<file path="src/rtl/pll_lock_ctrl_if.sv">
// Control/status bundle between the PLL lock sequencer and its environment.
// Optional loss counter signals appear only when PLLCTL_LOSS_CNT_EN is defined.
interface pll_lock_ctrl_if #(
  parameter int RW = 2
);
  logic          extlock;
  logic          restart;
  logic          pll_reset;
  logic          sys_rst;
  logic          locked;
  logic          fail;
  logic [RW-1:0] retry_cnt;
  logic [2:0]    state;
`ifdef PLLCTL_LOSS_CNT_EN
  logic          loss_clr;
  logic [7:0]    loss_cnt;

  modport master (
    output extlock, restart, loss_clr,
    input  pll_reset, sys_rst, locked, fail, retry_cnt, state, loss_cnt
  );
  modport slave (
    input  extlock, restart, loss_clr,
    output pll_reset, sys_rst, locked, fail, retry_cnt, state, loss_cnt
  );
`else
  modport master (
    output extlock, restart,
    input  pll_reset, sys_rst, locked, fail, retry_cnt, state
  );
  modport slave (
    input  extlock, restart,
    output pll_reset, sys_rst, locked, fail, retry_cnt, state
  );
`endif
endinterface

</file>
<file path="src/rtl/pll_lock_ctrl.sv">
// PLL power-up sequencer: reset pulse, lock wait with timeout/retry, stability
// qualification and system reset release. Optional lock-loss counter: PLLCTL_LOSS_CNT_EN.
module pll_lock_ctrl #(
  parameter int RST_CYCLES   = 24,
  parameter int LOCK_TIMEOUT = 24000,
  parameter int LOCK_STABLE  = 1024,
  parameter int SYSRST_HOLD  = 16,
  parameter int MAX_RETRY    = 3
) (
  input  logic            refclk,
  input  logic            reset,
  pll_lock_ctrl_if.slave  bus
);
  localparam int RW   = $clog2(MAX_RETRY + 1);
  localparam int CM1  = (RST_CYCLES > LOCK_TIMEOUT) ? RST_CYCLES : LOCK_TIMEOUT;
  localparam int CM2  = (LOCK_STABLE > SYSRST_HOLD) ? LOCK_STABLE : SYSRST_HOLD;
  localparam int CMAX = (CM1 > CM2) ? CM1 : CM2;
  localparam int CW   = $clog2(CMAX + 1);

  localparam logic [CW-1:0] RST_LAST  = CW'(RST_CYCLES - 1);
  localparam logic [CW-1:0] TO_LAST   = CW'(LOCK_TIMEOUT - 1);
  localparam logic [CW-1:0] STB_LAST  = CW'(LOCK_STABLE - 1);
  localparam logic [CW-1:0] HOLD      = CW'(SYSRST_HOLD);
  localparam logic [RW-1:0] RETRY_MAX = RW'(MAX_RETRY);

  typedef enum logic [2:0] {
    S_RST    = 3'd0,
    S_WAIT   = 3'd1,
    S_STABLE = 3'd2,
    S_RUN    = 3'd3,
    S_FAIL   = 3'd4
  } state_t;

  state_t        state_q, state_d;
  logic [CW-1:0] cnt_q, cnt_d;
  logic [RW-1:0] retry_q, retry_d;
  logic          sync_ff1, lock_s;
  logic          pll_reset_q, sys_rst_q, locked_q, fail_q;
  logic          pll_reset_d, sys_rst_d, locked_d, fail_d;

  always_ff @(posedge refclk or posedge reset) begin
    if (reset) begin
      sync_ff1 <= 1'b0;
      lock_s   <= 1'b0;
    end else begin
      sync_ff1 <= bus.extlock;
      lock_s   <= sync_ff1;
    end
  end

  always_comb begin
    state_d = state_q;
    cnt_d   = cnt_q + CW'(1);
    retry_d = retry_q;
    case (state_q)
      S_RST: begin
        if (cnt_q == RST_LAST) state_d = S_WAIT;
      end
      S_WAIT: begin
        if (lock_s) begin
          state_d = S_STABLE;
        end else if (cnt_q == TO_LAST) begin
          if (retry_q < RETRY_MAX) begin
            retry_d = retry_q + RW'(1);
            state_d = S_RST;
          end else begin
            state_d = S_FAIL;
          end
        end
      end
      S_STABLE: begin
        if (!lock_s) state_d = S_WAIT;
        else if (cnt_q == STB_LAST) state_d = S_RUN;
      end
      S_RUN: begin
        // Counter only needs to reach the hold length, then parks there.
        if (cnt_q >= HOLD) cnt_d = cnt_q;
        if (!lock_s) begin
          state_d = S_RST;
          retry_d = '0;
        end
      end
      S_FAIL: begin
        cnt_d = '0;
      end
      default: begin
        state_d = S_RST;
      end
    endcase
    if (bus.restart) begin
      state_d = S_RST;
      retry_d = '0;
    end
    if (bus.restart || (state_d != state_q)) cnt_d = '0;

    // Outputs are registered from the next state so they align with state_q.
    pll_reset_d = (state_d == S_RST) || (state_d == S_FAIL);
    locked_d    = (state_d == S_RUN);
    fail_d      = (state_d == S_FAIL);
    sys_rst_d   = !((state_d == S_RUN) && (cnt_d >= HOLD));
  end

  always_ff @(posedge refclk or posedge reset) begin
    if (reset) begin
      state_q     <= S_RST;
      cnt_q       <= '0;
      retry_q     <= '0;
      pll_reset_q <= 1'b1;
      sys_rst_q   <= 1'b1;
      locked_q    <= 1'b0;
      fail_q      <= 1'b0;
    end else begin
      state_q     <= state_d;
      cnt_q       <= cnt_d;
      retry_q     <= retry_d;
      pll_reset_q <= pll_reset_d;
      sys_rst_q   <= sys_rst_d;
      locked_q    <= locked_d;
      fail_q      <= fail_d;
    end
  end

  assign bus.pll_reset = pll_reset_q;
  assign bus.sys_rst   = sys_rst_q;
  assign bus.locked    = locked_q;
  assign bus.fail      = fail_q;
  assign bus.retry_cnt = retry_q;
  assign bus.state     = state_q;

`ifdef PLLCTL_LOSS_CNT_EN
  logic [7:0] loss_q;

  always_ff @(posedge refclk or posedge reset) begin
    if (reset) begin
      loss_q <= 8'd0;
    end else if (bus.loss_clr) begin
      loss_q <= 8'd0;
    end else if ((state_q == S_RUN) && !lock_s && (loss_q != 8'hFF)) begin
      loss_q <= loss_q + 8'd1;
    end
  end

  assign bus.loss_cnt = loss_q;
`endif
endmodule

</file>
<file path="src/flat_wrapper.sv">
// flat-port wrapper written by rule: the top's interface ports become plain ports
module pll_lock_ctrl_flat 
#(
  parameter int RST_CYCLES   = 24,
  parameter int LOCK_TIMEOUT = 24000,
  parameter int LOCK_STABLE  = 1024,
  parameter int SYSRST_HOLD  = 16,
  parameter int MAX_RETRY    = 3
)
  (refclk, reset, bus_extlock, bus_restart, bus_pll_reset, bus_sys_rst, bus_locked, bus_fail, bus_retry_cnt, bus_state);
  pll_lock_ctrl_if #(.RW(($clog2(MAX_RETRY + 1)))) bus_i ();
  input  logic refclk;
  input  logic reset;
  input wire logic [$bits(bus_i.extlock)-1:0] bus_extlock;
  input wire logic [$bits(bus_i.restart)-1:0] bus_restart;
  output wire logic [$bits(bus_i.pll_reset)-1:0] bus_pll_reset;
  output wire logic [$bits(bus_i.sys_rst)-1:0] bus_sys_rst;
  output wire logic [$bits(bus_i.locked)-1:0] bus_locked;
  output wire logic [$bits(bus_i.fail)-1:0] bus_fail;
  output wire logic [$bits(bus_i.retry_cnt)-1:0] bus_retry_cnt;
  output wire logic [$bits(bus_i.state)-1:0] bus_state;
  assign bus_i.extlock = bus_extlock;
  assign bus_i.restart = bus_restart;
  assign bus_pll_reset = bus_i.pll_reset;
  assign bus_sys_rst = bus_i.sys_rst;
  assign bus_locked = bus_i.locked;
  assign bus_fail = bus_i.fail;
  assign bus_retry_cnt = bus_i.retry_cnt;
  assign bus_state = bus_i.state;
  pll_lock_ctrl #(.RST_CYCLES(RST_CYCLES), .LOCK_TIMEOUT(LOCK_TIMEOUT), .LOCK_STABLE(LOCK_STABLE), .SYSRST_HOLD(SYSRST_HOLD), .MAX_RETRY(MAX_RETRY)) u_core (.refclk(refclk), .reset(reset), .bus(bus_i));
endmodule
</file>
<file path="config.mk">
export PLATFORM = sky130hd
export DESIGN_NAME = pll_lock_ctrl_flat
export DESIGN_NICKNAME = d
export VERILOG_FILES = /design/src/rtl/pll_lock_ctrl_if.sv /design/src/rtl/pll_lock_ctrl.sv /design/src/flat_wrapper.sv
export SDC_FILE = /design/constraint.sdc
export NUM_CORES = 1
export LEC_CHECK = 0
export CAP_MARGIN = 20
export CORE_MARGIN = 2
export CORE_UTILIZATION = 61
export CTS_BUF_LIST = sky130_fd_sc_hd__clkbuf_8 sky130_fd_sc_hd__clkbuf_16
export DETAILED_ROUTE_END_ITERATION = 12
export GPL_ROUTABILITY_DRIVEN = 0
export PLACE_DENSITY = 0.94
export SLEW_MARGIN = 20
export SYNTH_ARGS = -nofsm -noshare
export SYNTH_HDL_FRONTEND = slang
export SYNTH_SLANG_ARGS = --single-unit
</file>
<file path="constraint.sdc">
create_clock -name refclk -period 3.99 [get_ports refclk]
set_clock_uncertainty 0.15 [all_clocks]
set_input_delay 0.5985 -clock refclk [delete_from_list [all_inputs] [get_ports refclk]]
set_output_delay 0.5985 -clock refclk [all_outputs]
set_load 0.005 [all_outputs]
</file>
==> results.cfg, run 1 <==
[global_routing]
grt_remaining_overflow = 0
grt_max_degree = 27
grt_pass1_wl_um = 6360
grtUsageTotal_pct = 25.6
antenna_found_initial = 0
grt_pass1_vias = 1419

[clock_network]
clock_latency_ns = 0.27
post_cts_buffers = 0
cts_resized = 0
numCtsBuffers = 3
ctsRootBufferMaster = clkbuf_8
path_clk_slew_ns = 0.09
cts_tree = built
clockBufferDepth = 2
cts_max_level = 1
ctsHoldBuffers = 0
numClockSinks = 26

[setup_path]
r2r_start = u_core.cnt_q[0]
r2r-end = u_core.cnt_q[3]
arrival_ns = 3.21
worstSetupEndpointType = register
critical_path_class = reg2reg
critPathLaunchType = register
rrSetupSlack_ns = 0.75
path_max_fanout = 11
reg2reg_depth = 7
worstPathRequired_ns = 3.96
startpoint = u_core.cnt_q[0]

[synthesis]
synth_top_area_share_pct = 37.2
synth_commonest_cells = 25 x nand2_1, 24 x dfrtp_1, 23 x nor2_1
ys_ff_latch = 26
synth_top_area_cell = dfrtp_1
synth_warnings = 0
syn_avg_cell_area_um2 = 8.36
yosys.cell_count.top_type = nand2_1
synth_ff_type = dfrtp_1
async_flop_share_pct = 100
synth_nets = 200
synth_area_leaders = dfrtp_1 37%, nand2_1 5.8%, nor2_1 5.4%, a21oi_1 3.7%, or3_1 3.5%
synth_cell_type_count = 49
synth_edf_count = 0
syn_area_um2 = 1610
ys_seq_area_share_pct = 40.5
synth_cells = 193

[floorplan]
row_count = 18
top_level_ports = 13
dieArea_um2 = 3070
start_util_pct = 64.5
die_h_um = 55.4
chipWidth_um = 55.4
core_area_um2 = 2500

[min_path]
hp-class = reg2reg
hold_start = u_core.sync_ff1
whs_path_depth = 0
min_to = u_core.lock_s

[timing]
final.setup.worst_slack_ns = 0.746
setup_viol = 0
worst_pin_slew_ns = 0.901
min_period_ns = 3.24
max_freq_mhz = 308
hold_viol_final = 0
fin_setup_tns_ns = 0
slew_viol_final = 0
fin_crit_sh_pct = 81.3
max-slew-margin-rel_pct = 39.7
rsz0062_at_grt = false

[power_and_ir_drop]
power_density_nw_per_um2 = 264
vdd.ir_drop.worst_v = 0.000261
p_leak_nw = 0.715

[route]
wl_per_cell_um = 16.2
vias = 1528
drc = 0
wl_um = 3670
vias_per_cell = 6.73
firstDrtPassIters = 5
dr.first_iter.drc_count = 109
antenna_left = 0

[job]
drv_cap = 0

[layout]
synthToLayoutAreaGrowth_pct = 9.15
utilization_pct = 70.4
drive_gt1_share_pct = 6.09
fin_nets = 205
diodes = 0

[placed_design]
pre_cts_ws_ns = 0.847
port_buffers = 12
hpwl_um = 2650

[status]
status = finished, final reports clean
==> layout make-up <==
type                            instances  area (µm²)
Inverter                                7        26.3
Timing Repair Buffer                   12         120
Fill cell                             187         739
Multi-Input combinational cell        148         868
Sequential cell                        26         653
Clock buffer                            4        55.1
Tap cell                               30        37.5
==> kinds of logic after synthesis <==
kind of cell / count (synthesis) / share of synthesized area [%]
flip-flops: 26 / 40.5
buffers and inverters: 19 / 5.66
AND/OR/NAND/NOR: 99 / 31.6
AO/OA/AOI/OAI: 41 / 17.2
XOR/XNOR: 5 / 2.72
adder cells (fa/ha/maj): 3 / 2.33
==> worst max path at each step <==
stage               slack [ns]                  to
CTS                       0.84     u_core.cnt_q[3]
global route              0.58     u_core.cnt_q[3]
finish                    0.75     u_core.cnt_q[3]
global placement          0.98     u_core.cnt_q[3]
detailed placement        0.85     u_core.cnt_q[3]
floorplan                 1.42  u_core.bus.sys_rst
==> worst max-delay path: stages, from the launching register on <==
cell and delay [ns]:
dfrtp_1 0.45, ha_1 0.27, nand3_1 0.25, or3_1 0.52, o31a_1 0.28, o311a_1 0.30
o211ai_1 0.72, nor3_1 0.15
==> per-layer routing <==
layer  track usage [%]  wire, µm  part of all wire [%]
met5                 0         0                     0
met4              10.8       112                   3.0
met3              3.51       331                   9.0
met2              41.2      1720                    47
met1              34.7      1510                    41
==> registers in the layout (all words and copies together), names as in the netlist <==
| register | flops |
|---|---|
| u_core.bus.fail | 1 |
| u_core.bus.locked | 1 |
| u_core.bus.pll_reset | 1 |
| u_core.bus.retry_cnt | 2 |
| u_core.bus.state | 3 |
| u_core.bus.sys_rst | 1 |
| u_core.cnt_q | 15 |
| u_core.lock_s | 1 |
| u_core.sync_ff1 | 1 |
==> through the flow <==
step | std cells | hold WS (ns) | total power [W] | instance area [µm²]
3_5_place_dp | 223 | 0.189 | 0.000300 | 1710
3_3_place_gp | 223 | 0.185 | 0.000298 | 1710
5_1_grt | 227 | 0.223 | 0.000486 | 1760
4_1_cts | 227 | 0.209 | 0.000471 | 1760
6_report | 227 | 0.206 | 0.000465 | 1760
2_1_floorplan | 193 | 0.181 | 0.000292 | 1610
==> cells in the final DEF, fill, tap and decap left out, types with 2 or more instances in the layout <==
master / n
nand2_1: 25
dfrtp_1: 24
nor2_1: 23
a21oi_1: 12
clkdlybuf4s50_1: 12
or3_1: 9
o21ai_0: 8
nor3_1: 7
inv_1: 6
nand3_1: 6
nor4_1: 6
xor2_1: 4
clkbuf_8: 4
or2_2: 3
nand4_1: 3
a211oi_1: 3
o22ai_1: 3
ha_1: 3
and3_1: 2
nor3b_1: 2
nand3b_1: 2
nand2b_1: 2
o2111ai_1: 2
dfstp_2: 2
==> where the power goes <==
group	internal [W]	switching, W
registers	0.000267	0.00000508
logic	0.00000833	0.0000144
clock network	0.0000883	0.0000816
No activity file was read; power rests on OpenSTA's default activity.
==> run 2, diff against run 1 <==
- CORE_UTILIZATION: 61 -> 57
- PLACE_DENSITY: 0.94 -> 0.89
- clock period: 3.99 -> 3.34 ns (I/O delays scaled with it)
==> results.cfg, run 2 (synthesis gave the netlist of run 1 again) <==
[floorplan]
start_util_pct = 59.5
core_area_um2 = 2710
chipWidth_um = 57.2
top_level_ports = 13
die_h_um = 57.2
row_count = 19
dieArea_um2 = 3270

[min_path]
hp-class = reg2reg

[timing]
max_freq_mhz = 351
min_period_ns = 2.85
rsz0062_at_grt = false
slew_viol_final = 0
setup_viol = 0
fin_crit_sh_pct = 85.3
hold_viol_final = 0
max-slew-margin-rel_pct = 60.1
worst_pin_slew_ns = 0.598
fin_setup_tns_ns = 0

[setup_path]
reg2reg_depth = 7
arrival_ns = 2.85
rrSetupSlack_ns = 0.49
critPathLaunchType = register
critical_path_class = reg2reg
worstPathRequired_ns = 3.34
r2r_start = u_core.cnt_q[1]
startpoint = u_core.cnt_q[1]
r2r-end = u_core.cnt_q[5]
cp-endpoint = u_core.cnt_q[5]
worstSetupEndpointType = register
path_max_fanout = 7

[job]
drv_cap = 0

[route]
wl_um = 3920
vias = 1536
firstDrtPassIters = 5
drc = 0
wl_per_cell_um = 17.0
antenna_left = 0
vias_per_cell = 6.68
dr.first_iter.drc_count = 154

[clock_network]
ctsHoldBuffers = 0
clock_latency_ns = 0.28
clockBufferDepth = 2
numClockSinks = 26
path_clk_slew_ns = 0.09
cts_tree = built
numCtsBuffers = 3
ctsRootBufferMaster = clkbuf_8
post_cts_buffers = 0
cts_max_level = 1
cts_resized = 0

[power_and_ir_drop]
power_density_nw_per_um2 = 316
p_leak_nw = 0.731
vdd.ir_drop.worst_v = 0.000339

[layout]
nFillCells = 227
fin_nets = 207
final_cell_mix = 25 x nand2_1, 24 x dfrtp_1, 23 x nor2_1
top_register = u_core.cnt_q
largest_register_ffs = 15
drive_gt1_share_pct = 7.04
multi_input_comb_area_um2 = 868
diodes = 0
layout_commonest_cell = nand2_1
final_cells = 230
synthToLayoutAreaGrowth_pct = 10.6
ff_latch_area_um2 = 653

[global_routing]
grt_max_degree = 27
antenna_found_initial = 0
grt_pass1_wl_um = 6520
grtUsageTotal_pct = 25.6
grt_pass1_vias = 1500
grt_remaining_overflow = 0

[placed_design]
port_buffers = 12
hpwl_um = 2710
place_inst = 225

[status]
status = finished, final reports clean
-- run 2: cell types whose count changed in the layout (fill, tap and decap cells not counted) --
cell | before | now
buf_4 | 0 | 1
buf_8 | 0 | 1
clkinv_1 | 1 | 0
inv_1 | 6 | 7
-- run 2: area by class of cell --
type | instances | area share, %
Clock buffer | 4 | 3.09
Inverter | 7 | 1.47
Multi-Input combinational cell | 148 | 48.7
Sequential cell | 26 | 36.6
Tap cell | 31 | 2.17
Timing Repair Buffer | 14 | 7.99
-- run 2: power breakdown --
group / switching, W / total [W] / leakage, nW / internal, W
Sequential: 0.00000595 / 0.000325 / 0.349 / 0.000319
Combinational: 0.0000181 / 0.0000302 / 0.353 / 0.0000121
Clock: 0.000102 / 0.000208 / 0.0288 / 0.000106
Total: 0.000126 / 0.000563 / 0.731 / 0.000437
-- run 2: worst max-delay path, cell delays in order, from the launching register on --
cell     delay [ns]
dfrtp_1        0.44
ha_1           0.26
nand3_1        0.22
or3_1          0.51
o31a_1         0.29
o311a_1        0.34
o21ai_0        0.42
nor2_1         0.11
-- run 2: metal layers --
layer,vias to the layer above,track usage (%),wire (µm)
li1,709,-,-
met4,0,13.6,137
met2,101,42.7,1900
met5,-,0,0
met3,19,3.40,373
met1,707,32.3,1510
-- run 2: worst min path at each step --
stage / startpoint / endpoint / depth (start not counted)
2_1_floorplan: u_core.sync_ff1 / u_core.lock_s / 0
3_3_place_gp: u_core.sync_ff1 / u_core.lock_s / 0
3_5_place_dp: u_core.sync_ff1 / u_core.lock_s / 0
4_1_cts: u_core.sync_ff1 / u_core.lock_s / 0
5_1_grt: u_core.sync_ff1 / u_core.lock_s / 0
6_report: u_core.sync_ff1 / u_core.lock_s / 0
-- run 2: stage by stage --
step	setup WS (ns)	total power (W)	hold WS [ns]	cell area, µm²	util (%)
global route	0.240	0.000576	0.226	1780	65.8
CTS	0.602	0.000562	0.206	1770	65.3
finish	0.490	0.000563	0.207	1780	65.8
floorplan	0.765	0.000349	0.181	1610	-
detailed placement	0.626	0.000359	0.186	1710	63.3
global placement	0.729	0.000357	0.184	1710	63.3
==> RTL edit: new RTL, config.mk and constraints of run 2 <==
`RST_CYCLES` is set to 24 in 2 places; all go to 48.
--- a/src/rtl/pll_lock_ctrl.sv
+++ b/src/rtl/pll_lock_ctrl.sv
@@ -1,7 +1,7 @@
 // PLL power-up sequencer: reset pulse, lock wait with timeout/retry, stability
 // qualification and system reset release. Optional lock-loss counter: PLLCTL_LOSS_CNT_EN.
 module pll_lock_ctrl #(
-  parameter int RST_CYCLES   = 24,
+  parameter int RST_CYCLES   = 48,
   parameter int LOCK_TIMEOUT = 24000,
   parameter int LOCK_STABLE  = 1024,
   parameter int SYSRST_HOLD  = 16,
--- a/src/flat_wrapper.sv
+++ b/src/flat_wrapper.sv
@@ -1,7 +1,7 @@
 // flat-port wrapper written by rule: the top's interface ports become plain ports
 module pll_lock_ctrl_flat 
 #(
-  parameter int RST_CYCLES   = 24,
+  parameter int RST_CYCLES   = 48,
   parameter int LOCK_TIMEOUT = 24000,
   parameter int LOCK_STABLE  = 1024,
   parameter int SYSRST_HOLD  = 16,
Formal check against the unedited RTL: no difference found for any inputs over 10 cycles, from zero or initial values and one cycle with reset high; that may be too few to reach the edited logic, so the function may still have changed.
==> RTL edit against run 2 <==
- global-route usage is 0.43 points higher
- critical path depth stayed put
- setup slack better by 0.16 ns
- cell area is 2.7% higher
- synthesized cell count is 6.2% lower
- sequential power is 4% higher
- critical endpoint is now u_core.bus.sys_rst$_DFF_PP1_
- count of clock-buffer cells in the layout is 1 lower
- total power is 14% higher
- routed wire length is 0.51% lower
- area after synthesis is 1.7% higher
- sequential cell count stayed put
==> RTL edit: results <==
[status]
status = finished, final reports clean

[global_route]
antenna_found_initial = 0
grt_max_degree = 27
grt_usage = 0.260
grt_pass1_wl_microns = 6560
grt_pass1_vias = 1372

[clock_network]
postCtsSetupBuffers = 0
clockRootBuffer = clkbuf_8
path_clk_slew_ns = 0.09
htreeDepth = 1
ctsResizeCount = 0
clk_latency_ns = 0.28
cts.path.max_buffers = 2
cts_buffers = 3

[placed_design]
io_buffer_count = 12
dp_hpwl_microns = 2880

[sta]
worst_slew_pin_slew_ns = 0.897
hold_ws_ns = 0.216

[synth]
synth_area_leaders = dfrtp_1, nor2_1, nand2_1
yosysSeqAreaShare = 0.398
synth_commonest_cells = dfrtp_1, nor2_1, nand2_1
ys.flop_type = dfrtp_1
synth.distinct_cells = 52
yosysWarnings = 0
synth_nets = 188
synthArstFlopShare = 1.00

[min_path]
whs_path_depth = 0
hold_path.class = flop to flop
hold_path.startpoint = u_core.sync_ff1$_DFF_PP0_
worstHoldEndpoint = u_core.lock_s$_DFF_PP0_

[critical_path]
worstSetupEndpoint = u_core.bus.sys_rst$_DFF_PP1_
crit_arrival_ns = 2.73
cpPeakStageDelay_ns = 0.62
cp_max_fo = 7
reg2reg_depth = 7
ff2ff_setup_slack_ns = 0.65
crit_slowest_cell = or4_1
cp-startpoint = u_core.cnt_q[7]$_DFF_PP0_

[cells_and_area]
nFillCells = 220
largest-register = u_core.cnt_q
fin_nets = 198
diodes = 0
largest_reg_flops = 15
drive_gt1_frac = 0.105

[detailed_routing]
via_per_inst = 6.47
first_iter_violations = 76
drtPass1Iterations = 4
detail_route.wl_per_cell_microns = 17.6

[power]
leakage_nw = 0.731
vdd_drop_max_uv = 320
RTL edit: per-stage QoR:
stage | power [W] | util | cells | setup WS, ns | instance area, sq um
floorplan | 0.000373 | - | 181 | 0.897 | 1640
global placement | 0.000384 | 0.644 | 217 | 0.792 | 1760
global route | 0.000668 | 0.670 | 221 | 0.460 | 1830
CTS | 0.000651 | 0.670 | 221 | 0.691 | 1830
detailed placement | 0.000387 | 0.644 | 217 | 0.717 | 1760
finish | 0.000640 | 0.670 | 221 | 0.648 | 1830
RTL edit: area by class of cell:
class | instances | area, sq um | share of cell area
multi-input cells | 141 | 918 | 0.501
flip-flops and latches | 26 | 653 | 0.357
repair buffers | 13 | 128 | 0.0697
clock buffers | 3 | 41.3 | 0.0225
well taps | 31 | 38.8 | 0.0212
clock inverters | 1 | 30.0 | 0.0164
inverters | 6 | 22.5 | 0.0123
RTL edit: cells by family (layout without fill, tap and decap cells):
kind of cell / after synthesis / count (layout) / share of synthesized area
fa+ha+maj: 3 / 3 / 0.0229
buf+inv: 14 / 23 / 0.0419
simple gates: 91 / 91 / 0.300
flops: 26 / 26 / 0.398
compound gates: 42 / 42 / 0.206
mux: 2 / 2 / 0.0153
xor+xnor: 3 / 3 / 0.0160
RTL edit: worst max-delay path: cells and delay by family (launching register included):
kind               cells  cell delay [ns]
AOI/OAI and AO/OA      4             0.71
DFF                    1             0.51
and+or+nand+nor        3             1.25
RTL edit: report_power, final:
part | switching (W) | leakage, nW | internal (W)
sequential | 0.0000143 | 0.348 | 0.000324
clock | 0.0000970 | 0.0357 | 0.000161
combinational | 0.0000261 | 0.347 | 0.0000182
RTL edit: layer usage:
layer  vias to the layer above  routed length, microns  GRT usage
met2                        51                    1910      0.437
met1                       681                    1700      0.336
met5                         -                       0          0
li1                        688                       -          -
met3                        10                     193     0.0357
met4                         0                      92      0.113
